**src/rtl/byte_sat_pkg.sv**
```systemverilog
// Shared types and constants for the lane-serial packed saturating add/subtract unit.
package byte_sat_pkg;

  localparam int LANE_W = 8;
  localparam logic [LANE_W-1:0] SAT_MAX = 8'h7F;
  localparam logic [LANE_W-1:0] SAT_MIN = 8'h80;

  typedef enum logic [1:0] {
    IDLE = 2'd0,
    CALC = 2'd1,
    DONE = 2'd2
  } state_e;

endpackage

```
**src/rtl/byte_sat_lane.sv**
```systemverilog
// Single signed-byte lane: saturating add/subtract plus raw unsigned carry out.
module byte_sat_lane
  import byte_sat_pkg::*;
(
  input  logic [LANE_W-1:0] x,
  input  logic [LANE_W-1:0] y,
  input  logic              sub,
  output logic [LANE_W-1:0] r,
  output logic              cout,
  output logic              sat
);

  logic [LANE_W:0]   e_s;
  logic [LANE_W:0]   carry_s;
  logic [LANE_W-1:0] y_op_s;

  // Exact 9-bit signed result; its top two bits disagree exactly when the byte range is exceeded.
  always_comb begin
    e_s     = 9'd0;
    y_op_s  = 8'd0;
    carry_s = 9'd0;
    r       = 8'd0;
    cout    = 1'b0;
    sat     = 1'b0;
    if (sub) begin
      e_s    = {x[7], x} - {y[7], y};
      y_op_s = ~y;
    end else begin
      e_s    = {x[7], x} + {y[7], y};
      y_op_s = y;
    end
    carry_s = {1'b0, x} + {1'b0, y_op_s} + {8'd0, sub};
    cout    = carry_s[8];
    if (e_s[8:7] == 2'b01) begin
      r   = SAT_MAX;
      sat = 1'b1;
    end else if (e_s[8:7] == 2'b10) begin
      r   = SAT_MIN;
      sat = 1'b1;
    end else begin
      r   = e_s[7:0];
      sat = 1'b0;
    end
  end

endmodule

```
**src/rtl/byte_sat_seq.sv**
```systemverilog
// Lane-serial packed saturating add/subtract, one byte lane per cycle, low lane first.
// Optional sticky saturation flags are built when BYTE_SAT_STICKY_EN is defined.
module byte_sat_seq
  import byte_sat_pkg::*;
#(
  parameter int LANES = 2
) (
  input  logic                    clk,
  input  logic                    rst,
  input  logic                    in_valid,
  output logic                    in_ready,
  input  logic [LANE_W*LANES-1:0] a,
  input  logic [LANE_W*LANES-1:0] b,
  input  logic                    sub,
  output logic                    out_valid,
  input  logic                    out_ready,
  output logic [LANE_W*LANES-1:0] result,
  output logic [LANES-1:0]        cout,
  output logic [LANES-1:0]        sat
`ifdef BYTE_SAT_STICKY_EN
  ,
  input  logic                    clr_sticky,
  output logic [LANES-1:0]        sticky_sat
`endif
);

  localparam int W     = LANE_W * LANES;
  localparam int IDX_W = (LANES > 1) ? $clog2(LANES) : 1;

  state_e             state_r;
  state_e             state_s;
  logic [IDX_W-1:0]   idx_r;
  logic [W-1:0]       a_r;
  logic [W-1:0]       b_r;
  logic               sub_r;
  logic [LANE_W-1:0]  lane_x_s;
  logic [LANE_W-1:0]  lane_y_s;
  logic [LANE_W-1:0]  lane_r_s;
  logic               lane_cout_s;
  logic               lane_sat_s;
  logic               last_lane_s;

  // Select the operand bytes of the lane currently being computed.
  always_comb begin
    lane_x_s    = a_r[int'(idx_r)*LANE_W +: LANE_W];
    lane_y_s    = b_r[int'(idx_r)*LANE_W +: LANE_W];
    last_lane_s = (idx_r == IDX_W'(LANES - 1));
  end

  byte_sat_lane u_lane (
    .x    (lane_x_s),
    .y    (lane_y_s),
    .sub  (sub_r),
    .r    (lane_r_s),
    .cout (lane_cout_s),
    .sat  (lane_sat_s)
  );

  // Next-state logic.
  always_comb begin
    state_s = state_r;
    case (state_r)
      IDLE: begin
        if (in_valid) state_s = CALC;
        else          state_s = IDLE;
      end
      CALC: begin
        if (last_lane_s) state_s = DONE;
        else             state_s = CALC;
      end
      DONE: begin
        if (out_ready) state_s = IDLE;
        else           state_s = DONE;
      end
      default: state_s = IDLE;
    endcase
  end

  // State register.
  always_ff @(posedge clk) begin
    if (rst) state_r <= IDLE;
    else     state_r <= state_s;
  end

  // Operand capture, per-lane result write-back and registered handshake flags.
  always_ff @(posedge clk) begin
    if (rst) begin
      in_ready  <= 1'b1;
      out_valid <= 1'b0;
      result    <= '0;
      cout      <= '0;
      sat       <= '0;
      idx_r     <= '0;
      a_r       <= '0;
      b_r       <= '0;
      sub_r     <= 1'b0;
    end else begin
      in_ready  <= (state_s == IDLE);
      out_valid <= (state_s == DONE);
      case (state_r)
        IDLE: begin
          if (in_valid) begin
            a_r   <= a;
            b_r   <= b;
            sub_r <= sub;
            idx_r <= '0;
          end
        end
        CALC: begin
          result[int'(idx_r)*LANE_W +: LANE_W] <= lane_r_s;
          cout[idx_r] <= lane_cout_s;
          sat[idx_r]  <= lane_sat_s;
          if (!last_lane_s) idx_r <= idx_r + IDX_W'(1);
        end
        default: begin
        end
      endcase
    end
  end

`ifdef BYTE_SAT_STICKY_EN
  logic [LANES-1:0] sticky_set_s;

  // Lane that saturates this cycle, as a one-hot mask.
  always_comb begin
    sticky_set_s = '0;
    if (state_r == CALC && lane_sat_s) sticky_set_s = LANES'(1) << idx_r;
    else                               sticky_set_s = '0;
  end

  // Sticky flags: a set in the same cycle as a clear survives it.
  always_ff @(posedge clk) begin
    if (rst)             sticky_sat <= '0;
    else if (clr_sticky) sticky_sat <= sticky_set_s;
    else                 sticky_sat <= sticky_sat | sticky_set_s;
  end
`endif

endmodule
```
**config.mk**
```make
export PLATFORM = sky130hd
export DESIGN_NAME = byte_sat_seq
export DESIGN_NICKNAME = d
export VERILOG_FILES = /design/src/rtl/byte_sat_pkg.sv /design/src/rtl/byte_sat_lane.sv /design/src/rtl/byte_sat_seq.sv
export SDC_FILE = /design/constraint.sdc
export NUM_CORES = 1
export LEC_CHECK = 0
export CORE_MARGIN = 3
export CORE_UTILIZATION = 45
export CTS_CLUSTER_DIAMETER = 40
export CTS_CLUSTER_SIZE = 20
export DETAILED_ROUTE_END_ITERATION = 6
export MAX_ROUTING_LAYER = met4
export PLACE_DENSITY = 0.78
export SKIP_CTS_REPAIR_TIMING = 1
export SLEW_MARGIN = 20
export SYNTH_ARGS = -nofsm -noshare
export SYNTH_HDL_FRONTEND = slang
export SYNTH_SLANG_ARGS = --single-unit
```
**constraint.sdc**
```tcl
create_clock -name clk -period 4.6 [get_ports clk]
set_clock_uncertainty 0.15 [all_clocks]
set_input_delay 0.92 -clock clk [delete_from_list [all_inputs] [get_ports clk]]
set_output_delay 0.92 -clock clk [all_outputs]
set_load 0.03 [all_outputs]
```
## Yosys cells after proc, flatten, opt, wreduce, memory -nomap -nowiden

Index checks and enable logic that the tools add are counted.

- Input bits: 37
- Output and inout port bits: 22
- Register bits after elaboration: 58
- Logic and storage cells: 53

- $add $sub $neg: 6
- Equal/unequal tests: 6
- Reduce and logical (&&, ||, !) cells: 6
- Order comparisons: 2
- Muxes and demuxes: 18
- Shifts and indexed selects: 4
- Bitwise operators: 1

Operators by type and width:

| cell | count |
|---|---|
| negation 4 -> 33 bit | 1 |
| variable shift 8 x 33 -> 16 bit (first input constant) | 1 |
| indexed part select 8 x 33 -> 16 bit | 1 |
| indexed part select 16 x 5 -> 8 bit | 2 |
| 2-to-1 mux 8 bit | 3 |
| adder 8 x 8 -> 9 bit | 2 |
| bitwise mux 16 bit | 1 |
| adder 9 x 1 -> 9 bit | 1 |
| 2-to-1 mux 9 bit | 1 |
| subtractor 8 x 8 -> 9 bit | 1 |
| inverter 8 bit | 1 |
| == test 2 bit (second input constant) | 3 |
| 2-to-1 mux 1 bit | 6 |
| one-hot mux 2 bit (3 select lines) | 1 |
| bitwise mux 2 bit | 2 |
| == test 2 x 1 -> 1 bit (second input constant) | 2 |
| zero test 2 bit | 2 |
| 2-to-1 mux 2 bit | 2 |
| AND reduction 2 bit | 2 |
| less-than comparator 1 x 2 -> 1 bit (second input constant) | 1 |
| inequality test 2 bit (second input constant) | 1 |
| one-hot mux 1 bit (2 select lines) | 1 |
| nonzero test 2 bit | 1 |
| adder 1 bit (second input constant) | 1 |
| 3 further kinds | 3 |

## Logic depth before layout (Yosys ltp)

Gate-level depths: netlist of run 1.

- Word-level depth: 8
- Mapped depth: 18
- Gate-level depth less buffers: 15

## Modules after synthesis

Synthesis of run 1 repeated with hierarchy kept, for this count alone.

- Cell total of the unflattened synthesis: 391
- Area total of the unflattened synthesis: 3194.3 um^2

By module, submodules not included:

| module | seq. area each (um^2) | area each (um^2) | instances | cells an instance |
|---|---|---|---|---|
| byte_sat_seq | 1161.1 | 2288.4 | 1 | 271 |
| byte_sat_lane | 0.0 | 905.9 | 1 | 120 |

## Least setup slack after synthesis of run 1

No wires, ideal clock.

- Path type: register to register
- Start: reg idx_r
- End: reg result[14]
- Period minus slack after synthesis: 3.678 ns
- Setup slack: 0.922 ns
- Buffers on the path: 2
- Cell stages (with the launch flop): 16
- Data required time: 4.371 ns
- Arrival time: 3.449 ns
- Cell sequence: dfxtp_1 -> buf_6 -> buf_6 -> mux2i_1 -> ha_1 -> nor2_1 -> xor2_1 -> ha_1 -> nor2b_4 -> o2111a_1 -> o311ai_0 -> nand2_1 -> xnor2_1 -> ha_1 -> or3_4 -> a211oi_2

- Longest elaborated chain between the ends: 8
- Elaborated cells on any way between the ends: 13
- Classes of those cells: add/sub (3); eq/ne (2); shift (4); mux (4)

Ends and longest elaborated chain:

| element | RTL line | text |
|---|---|---|
| from (decl) | byte_sat_seq.sv:32 | `logic [IDX_W-1:0] idx_r;` |
| from (signal assigned) | byte_sat_seq.sv:113 | `if (!last_lane_s) idx_r <= idx_r + IDX_W'(1);` |
| indexed part select 16 x 5 -> 8 bit (on tied branches) | byte_sat_seq.sv:45, byte_sat_seq.sv:46 |  |
| adder 8 x 8 -> 9 bit / subtractor 8 x 8 -> 9 bit (equally long branches) | byte_sat_lane.sv:29, byte_sat_lane.sv:26 |  |
| 2-to-1 mux 9 bit | byte_sat_lane.sv:25 | `if (sub) begin` |
| == test 2 bit | byte_sat_lane.sv:37 | `end else if (e_s[8:7] == 2'b10) begin` |
| 2-to-1 mux 8 bit | byte_sat_lane.sv:37 |  |
| 2-to-1 mux 8 bit | byte_sat_lane.sv:34 | `if (e_s[8:7] == 2'b01) begin` |
| indexed part select 8 x 33 -> 16 bit | byte_sat_seq.sv:110 | `result[int'(idx_r)*LANE_W +: LANE_W] <= lane_r_s;` |
| bitwise mux 16 bit (*) | byte_sat_seq.sv:110 |  |
| to (signal, indexed assignment) | byte_sat_seq.sv:110 |  |
| to (decl) | byte_sat_seq.sv:17 | `output logic [LANE_W*LANES-1:0] result,` |

Every way passes the cells marked *; elsewhere a longest branch is shown, timed or not.
A chain may end at the register's enable or synchronous reset.

## Final worst setup path of run 1

- Start: reg idx_r
- End: reg result[3]

Same word-level chain as after synthesis.

==> tab_implementation.tex, run 1 <==
\begin{tabular}{lr}
\hline
Metric & Value \\
\hline
\multicolumn{2}{l}{\textbf{Status}} \\
\quad Status & completed \\
\multicolumn{2}{l}{\textbf{Worst setup path}} \\
\quad Critical-path maximum fanout & 13 \\
\quad Worst Path Required & about 4.6 ns \\
\quad Launching element type of the critical path & register \\
\quad Classification of the worst setup path & register to register \\
\quad Worst path max stage delay & approximately 0.53 ns \\
\quad Cells along the critical path & mux2i\_1, ha\_1, nor2\_1, a21oi\_1, inv\_1, ha\_1, nor2b\_1, o2111ai\_1, a21boi\_1, mux2\_2, or2\_1, ha\_1, a31oi\_1, a211oi\_1 \\
\quad Critical path buffers and inverters & 1 \\
\quad Cell type of the slowest stage on the worst timing path & sky130\_fd\_sc\_hd\_\_dfxtp\_2 \\
\quad Crit path top cell by count & sky130\_fd\_sc\_hd\_\_ha\_1 \\
\quad Critical Path End Type & register \\
\quad Worst reg-to-reg setup slack & 0.56 ns \\
\quad Crit-path leading delay family & compound AO/OA/AOI/OAI gates \\
\quad CP Data Arrival Time & around 4.1 ns \\
\quad Critical R2R Launch & idx\_r \\
\quad Logic depth of the worst setup path including buffers & 14 \\
\quad Cell count of the worst reg-to-reg path & 14 \\
\quad Reg2Reg Capture Point & result[3] \\
\quad Launching instance or port of the critical path & idx\_r \\
\multicolumn{2}{l}{\textbf{Yosys}} \\
\quad Sequential-to-total area share from yosys stat & between 30\% and 40\% \\
\quad Cell area after technology mapping & around 0.0031 mm² \\
\quad Mapped Cells & $\sim$370 \\
\quad Synthesis warning total & 0 \\
\quad EDFF count, synth & 0 \\
\quad Synthesized area divided by synthesized cell count & roughly 8.3 µm² \\
\quad Flops \& latches, synth & 58 \\
\quad Dominant register cell in the synthesized netlist & sky130\_fd\_sc\_hd\_\_dfxtp\_1 \\
\quad Synth Net Count & 430 \\
\quad Share of synthesized flip-flops with an asynchronous set or reset & 0\% \\
\quad Count of distinct cell types in the synthesized netlist & 52 \\
\multicolumn{2}{l}{\textbf{STA}} \\
\quad Endpoints failing hold & 0 \\
\quad Slew at the pin closest to its max-slew limit & a little over 1 ns \\
\quad Worst slew margin & 31.4\% \\
\quad Portion of the clock cycle consumed by the worst path in the final layout & between 80\% and 90\% \\
\quad Post-route worst hold slack & between 0.3 and 0.4 ns \\
\quad Final-layout setup total negative slack & 0 ns \\
\quad Number of slew-limit violations in the final report & 0 \\
\quad Number of endpoints failing setup at the final stage & 0 \\
\quad Least setup slack across all paths after layout & approximately 0.56 ns \\
\quad Min Tclk post-route & just over 4 ns \\
\quad RSZ-0062 raised after global routing & false \\
\quad Timing-limited maximum frequency & between 0.2 and 0.25 GHz \\
\multicolumn{2}{l}{\textbf{Flow run}} \\
\quad Max-cap viol count & 0 \\
\multicolumn{2}{l}{\textbf{Placed design}} \\
\quad Count of buffers inserted at the top-level ports & 58 \\
\quad Count of placed standard cells including taps & a little under 500 \\
\quad Placer's final routability congestion estimate & a little over 0.8 \\
\quad DPL Wire Length & 5.18 mm \\
\quad Worst slack at placement & between 0.4 and 0.5 ns \\
\multicolumn{2}{l}{\textbf{Die}} \\
\quad Die Height & roughly 89 µm \\
\quad Width of the chip & between 80 and 90 µm \\
\quad Area of the die & 0.00791 mm² \\
\quad Top Ports & 59 \\
\quad Placement row count & 29 \\
\quad Core region area & 0.00649 mm² \\
\quad Starting Density & around 48\% \\
\multicolumn{2}{l}{\textbf{Clocking}} \\
\quad Clock buffer depth & 2 \\
\quad Number of H-tree levels & 3 \\
\quad Root Buffer Master & sky130\_fd\_sc\_hd\_\_clkbuf\_8 \\
\quad Total CTS buffers & 9 \\
\quad TritonCTS clock tree & yes \\
\quad Clock network latency to the later pin of the worst-skew pair & around 0.34 ns \\
\quad Sinks on the clock net & 58 \\
\quad Clock-pin slew on the worst setup and hold paths & 0.07 ns \\
\multicolumn{2}{l}{\textbf{GRT}} \\
\quad Overall fraction of global-route tracks in use & between 10\% and 20\% \\
\quad First-pass GRT wire length & $\sim$12 mm \\
\quad Total congestion overflow & 0 \\
\quad Antenna violations before repair & 0 \\
\quad Vias in the first global route & approximately 2.6k \\
\quad Maximum number of pins on one net before global-route repair & 58 \\
\multicolumn{2}{l}{\textbf{Detailed routing}} \\
\quad Routed wirelength normalized by instance count & 13.5 µm \\
\quad Detailed-routing iteration count for the pre-antenna-repair pass & 4 \\
\quad Total DRC errors in the routed layout & 0 \\
\quad Average vias per placed instance & 5.33 \\
\quad Number of DRC violations after detailed-routing iteration 0 & around 140 \\
\quad Total via count in the routed design & between 2k and 3k \\
\quad Number of nets with antenna violations after detailed routing & 0 \\
\quad Final wirelength & approximately 6.8 mm \\
\multicolumn{2}{l}{\textbf{Power}} \\
\quad Maximum resistive drop on vdd & 0.186 mV \\
\quad Power density over cell area & 436 mW/mm² \\
\quad Static leakage & approximately 1.5 nW \\
\multicolumn{2}{l}{\textbf{Finish}} \\
\quad ANT cells & 0 \\
\quad NumNets Final & around 480 \\
\quad Fraction of final layout cells with drive strength greater than 1 & roughly 8.3\% \\
\quad Area growth syn-to-layout & 26.7\% \\
\quad Top library cells by usage in the layout, fill and taps aside & sky130\_fd\_sc\_hd\_\_nand2\_1 (71), sky130\_fd\_sc\_hd\_\_dfxtp\_1 (57), sky130\_fd\_sc\_hd\_\_clkdlybuf4s50\_1 (57) \\
\quad Final cell count without fillers & approximately 500 \\
\quad Most frequent standard cell in the layout excluding fill and tap cells & sky130\_fd\_sc\_hd\_\_nand2\_1 \\
\multicolumn{2}{l}{\textbf{Min path}} \\
\quad Cell depth of the worst hold path & 2 \\
\quad Hold WC Path Type & register to register \\
\quad Hold path endpoint & a\_r[2] \\
\quad Worst min-delay path startpoint & a\_r[2] \\
\hline
\end{tabular}
final cells by class:
class | instances | area (µm²)
well taps | 77 | 96.3
fillers | 568 | 2570
flip-flops and latches | 58 | 1160
inverters | 8 | 30.0
clock inverters | 4 | 98.8
multi-input cells | 283 | 1810
clock buffers | 12 | 145
repair buffers | 59 | 583
cell families after synthesis:
family	count (synthesis)	share of synthesized area, %
simple gates	140	20.3
compound gates	91	18.9
flops	58	37.5
buf+inv	31	4.37
fa+ha+maj	21	8.73
mux	17	6.22
xor+xnor	14	3.96
metal layers:
layer / part of all wire, % / track usage [%] / vias to the layer above
met1: 46 / 22.6 / 1214
met2: 47 / 31.0 / 63
li1: - / - / 1381
met3: 4.5 / 3.59 / 14
met5: 0 / - / -
met4: 2.3 / 10.3 / 0
power breakdown:
group          switching (W)  internal, W  total, W  leakage [nW]
registers          0.0000289     0.000542  0.000571         0.476
clock network       0.000197     0.000376  0.000573         0.121
logic               0.000314     0.000251  0.000565         0.924
metrics by stage:
step | area [µm²] | power (W) | utilization [%]
after floorplan | 3100 | 0.000992 | -
after global placement | 3670 | 0.00113 | 56.5
after detailed placement | 3670 | 0.00114 | 56.5
after CTS | 3920 | 0.00172 | 60.3
after global routing | 3920 | 0.00181 | 60.4
final | 3920 | 0.00171 | 60.4
worst reg2reg max path: cells and delay by family (launching register included):
family | cells | cell delay, ns
AOI/OAI and AO/OA | 5 | 1.03
adders and majority gates | 3 | 0.77
buffers and inverters | 1 | 0.09
DFF | 1 | 0.53
muxes | 2 | 0.84
and+or+nand+nor | 3 | 0.46
how the worst max path moves through the flow:
stage                       to  slack [ns]
floorplan           result[14]        0.92
global placement    result[13]        0.60
detailed placement   result[5]        0.44
CTS                  result[2]        0.40
global route         result[1]        0.17
finish               result[3]        0.56
Yosys cell counts, types with 4 or more instances:
cell | n | area share, %
sky130_fd_sc_hd__nand2_1 | 71 | 8.6
sky130_fd_sc_hd__dfxtp_1 | 58 | 38
sky130_fd_sc_hd__a21oi_1 | 48 | 7.8
sky130_fd_sc_hd__nor2_1 | 36 | 4.4
sky130_fd_sc_hd__ha_1 | 20 | 8.1
sky130_fd_sc_hd__clkbuf_1 | 17 | 2.1
sky130_fd_sc_hd__a211oi_1 | 15 | 3.6
sky130_fd_sc_hd__mux2_2 | 8 | 2.9
sky130_fd_sc_hd__mux2i_1 | 8 | 2.6
sky130_fd_sc_hd__xnor2_1 | 8 | 2.3
sky130_fd_sc_hd__inv_1 | 7 | 0.85
sky130_fd_sc_hd__xor2_1 | 6 | 1.7
sky130_fd_sc_hd__nor2b_1 | 5 | 1.0
sky130_fd_sc_hd__a31oi_1 | 4 | 0.81
sky130_fd_sc_hd__nand2b_1 | 4 | 0.81
sky130_fd_sc_hd__nor3b_1 | 4 | 0.97
sky130_fd_sc_hd__o21ai_0 | 4 | 0.65
sequential cells by signal, indices dropped and copies added, names as in the netlist:
| signal | count |
|---|---|
| in_ready | 1 |
| a_r | 16 |
| sat | 2 |
| cout | 2 |
| result | 16 |
| out_valid | 1 |
| b_r | 16 |
| sub_r | 1 |
| state_r | 2 |
| idx_r | 1 |
Note: power is estimated with default switching activity, not from simulation.
==> run 2: changes to the inputs <==
Settings changed: GPL_ROUTABILITY_DRIVEN set to 0, SLEW_MARGIN 20 to 0.
==> tab_implementation.tex, run 2 (synthesis results as in run 1) <==
\begin{tabular}{lr}
\hline
Metric & Value \\
\hline
\multicolumn{2}{l}{\textbf{STA}} \\
\quad Number of slew-limit violations in the final report & 0 (unchanged) \\
\quad Worst slew margin & 24.3\% (-7.1 points) \\
\quad Number of endpoints failing setup at the final stage & 0 (unchanged) \\
\quad Portion of the clock cycle consumed by the worst path in the final layout & 87.7\% (about the same) \\
\quad Endpoints failing hold & 0 (unchanged) \\
\quad Slew at the pin closest to its max-slew limit & 1.13 ns (+0.105 ns) \\
\quad Final-layout setup total negative slack & 0 ns (unchanged) \\
\quad Timing-limited maximum frequency & 0.248 GHz (about the same) \\
\quad Min Tclk post-route & 4.03 ns (-0.00253 ns) \\
\quad RSZ-0062 raised after global routing & false \\
\multicolumn{2}{l}{\textbf{Detailed routing}} \\
\quad Final wirelength & 6.80 mm (+0.22\%) \\
\quad Average vias per placed instance & 5.37 (+0.67\%) \\
\quad Met3 wirelength from detailed routing & 304 µm (+0.33\%) \\
\quad Met2 wire length & 3.24 mm (+1.4\%) \\
\quad Detailed-routing iteration count for the pre-antenna-repair pass & 4 (unchanged) \\
\quad Number of DRC violations after detailed-routing iteration 0 & 152 (+12\%) \\
\quad Number of nets with antenna violations after detailed routing & 0 (unchanged) \\
\quad Routed met1 length & 3.10 mm (-0.96\%) \\
\quad Total via count in the routed design & 2690 (+0.67\%) \\
\quad Routed wirelength normalized by instance count & 13.6 µm (+0.22\%) \\
\quad Top layer reached by signal wires & met4 \\
\quad Total DRC errors in the routed layout & 0 (unchanged) \\
\multicolumn{2}{l}{\textbf{Worst setup path}} \\
\quad Launching instance or port of the critical path & idx\_r \\
\quad Cell count of the worst reg-to-reg path & 14 (unchanged) \\
\quad Launching element type of the critical path & register \\
\quad Classification of the worst setup path & register to register \\
\quad Critical-path maximum fanout & 13 (unchanged) \\
\quad Critical R2R Launch & idx\_r \\
\quad CP Data Arrival Time & 4.06 ns (about the same) \\
\quad Worst reg-to-reg setup slack & 0.57 ns (about the same) \\
\quad Reg2Reg Capture Point & result[3] \\
\quad Worst Path Required & 4.62 ns (about the same) \\
\quad Critical Path End Type & register \\
\multicolumn{2}{l}{\textbf{Power}} \\
\quad Maximum resistive drop on vdd & 0.186 mV (+0.20\%) \\
\quad Static leakage & 1.52 nW (about the same) \\
\quad Power after layout & 0.00171 W (about the same) \\
\quad Power density over cell area & 437 mW/mm² (+0.22\%) \\
\multicolumn{2}{l}{\textbf{Finish}} \\
\quad ANT cells & 0 (unchanged) \\
\quad Fraction of final layout cells with drive strength greater than 1 & 8.25\% (unchanged) \\
\quad Regs by FF count & a\_r x16, b\_r x16, result x16 \\
\quad NumNets Final & 477 (unchanged) \\
\quad Area growth syn-to-layout & 26.6\% \\
\quad Top library cells by usage in the layout, fill and taps aside & sky130\_fd\_sc\_hd\_\_nand2\_1 (71), sky130\_fd\_sc\_hd\_\_dfxtp\_1 (57), sky130\_fd\_sc\_hd\_\_clkdlybuf4s50\_1 (57) \\
\quad Final-layout fill cell count & 569 (+0.18\%) \\
\quad Most frequent standard cell in the layout excluding fill and tap cells & sky130\_fd\_sc\_hd\_\_nand2\_1 \\
\multicolumn{2}{l}{\textbf{Die}} \\
\quad Area of the die & 0.00791 mm² (unchanged) \\
\quad Core region area & 0.00649 mm² (unchanged) \\
\quad Die Height & 88.9 µm (unchanged) \\
\quad Starting Density & 47.7\% (unchanged) \\
\quad Width of the chip & 88.9 µm (unchanged) \\
\quad Placement row count & 29 (unchanged) \\
\quad Top Ports & 59 (unchanged) \\
\multicolumn{2}{l}{\textbf{Status}} \\
\quad Status & completed \\
\multicolumn{2}{l}{\textbf{Min path}} \\
\quad Hold path endpoint & a\_r[2] \\
\quad Cell depth of the worst hold path & 2 (unchanged) \\
\quad Hold WC Path Type & register to register \\
\quad Worst min-delay path startpoint & a\_r[2] \\
\multicolumn{2}{l}{\textbf{Placed design}} \\
\quad Count of buffers inserted at the top-level ports & 58 (unchanged) \\
\quad DPL Wire Length & 5.18 mm (unchanged) \\
\multicolumn{2}{l}{\textbf{Clocking}} \\
\quad Clock network latency to the later pin of the worst-skew pair & 0.34 ns (about the same) \\
\quad TritonCTS clock tree & yes \\
\quad Clock buffer depth & 2 (unchanged) \\
\quad Total CTS buffers & 9 (unchanged) \\
\quad Clock-pin slew on the worst setup and hold paths & 0.07 ns (about the same) \\
\quad Sinks on the clock net & 58 (unchanged) \\
\quad Number of H-tree levels & 3 (unchanged) \\
\quad Root Buffer Master & sky130\_fd\_sc\_hd\_\_clkbuf\_8 \\
\multicolumn{2}{l}{\textbf{Flow run}} \\
\quad Max-cap viol count & 0 (unchanged) \\
\multicolumn{2}{l}{\textbf{GRT}} \\
\quad Vias in the first global route & 2579 (unchanged) \\
\quad Overall fraction of global-route tracks in use & 19.2\% (unchanged) \\
\quad Total congestion overflow & 0 (unchanged) \\
\quad Antenna violations before repair & 0 (unchanged) \\
\quad First-pass GRT wire length & 11.5 mm (unchanged) \\
\quad Maximum number of pins on one net before global-route repair & 58 (unchanged) \\
\hline
\end{tabular}
run 2: cell counts in the layout (fill, tap and decap cells not counted):
Identical to the previous run, type by type.
run 2: where the power goes:
group	switching (W)	internal, W	leakage (nW)
sequential	0.0000287	0.000542	0.476
clock	0.000199	0.000376	0.121
combinational	0.000314	0.000251	0.923
run 2: how the worst max path moves through the flow:
stage                 end  slack (ns)  cells past startpoint
2_1_floorplan  result[14]        0.92                     15
3_3_place_gp   result[13]        0.60                     13
3_5_place_dp    result[5]        0.44                     13
4_1_cts         result[2]        0.40                     14
5_1_grt         result[1]        0.17                     13
6_report        result[3]        0.57                     14
run 2: worst max-delay path, cell delays in order (launching register included):
cell and delay (ns):
sky130_fd_sc_hd__dfxtp_2 0.53, sky130_fd_sc_hd__mux2i_1 0.47, sky130_fd_sc_hd__ha_1 0.19, sky130_fd_sc_hd__nor2_1 0.04, sky130_fd_sc_hd__a21oi_1 0.26, sky130_fd_sc_hd__inv_1 0.09, sky130_fd_sc_hd__ha_1 0.27, sky130_fd_sc_hd__nor2b_1 0.19
sky130_fd_sc_hd__o2111ai_1 0.17, sky130_fd_sc_hd__a21boi_1 0.25, sky130_fd_sc_hd__mux2_2 0.37, sky130_fd_sc_hd__or2_1 0.23, sky130_fd_sc_hd__ha_1 0.31, sky130_fd_sc_hd__a31oi_1 0.25, sky130_fd_sc_hd__a211oi_1 0.10
run 2: per-layer routing:
layer	up-vias	global-route usage (%)
li1	1380	-
met1	1233	22.6
met2	63	31.0
met3	14	3.59
met4	0	10.3
met5	-	-
run 2: final cells by class:
| type | instances | area, µm² | share of cell area (%) |
|---|---|---|---|
| clock buffer | 12 | 145 | 3.70 |
| clock inverter | 4 | 98.8 | 2.52 |
| inverter | 8 | 30.0 | 0.767 |
| multi-input combinational | 283 | 1800 | 46.0 |
| sequential | 58 | 1160 | 29.7 |
| tap | 77 | 96.3 | 2.46 |
| timing repair buffer | 59 | 583 | 14.9 |
run 2: through the flow:
step | setup WS, ns | util, % | cell area (µm²) | hold slack (ns) | cells
after floorplan | 0.922 | - | 3100 | 0.283 | 372
after global placement | 0.600 | 56.5 | 3670 | 0.292 | 485
after detailed placement | 0.435 | 56.5 | 3670 | 0.296 | 485
after CTS | 0.403 | 60.3 | 3920 | 0.306 | 501
after global routing | 0.168 | 60.3 | 3920 | 0.323 | 501
final | 0.566 | 60.3 | 3920 | 0.306 | 501
==> run 3: changes to the inputs <==
Settings changed: CTS_CLUSTER_SIZE 20 to 30.
==> results of run 3 <==
Same layout as run 2: the final DEF is identical, and so are final timing and power.
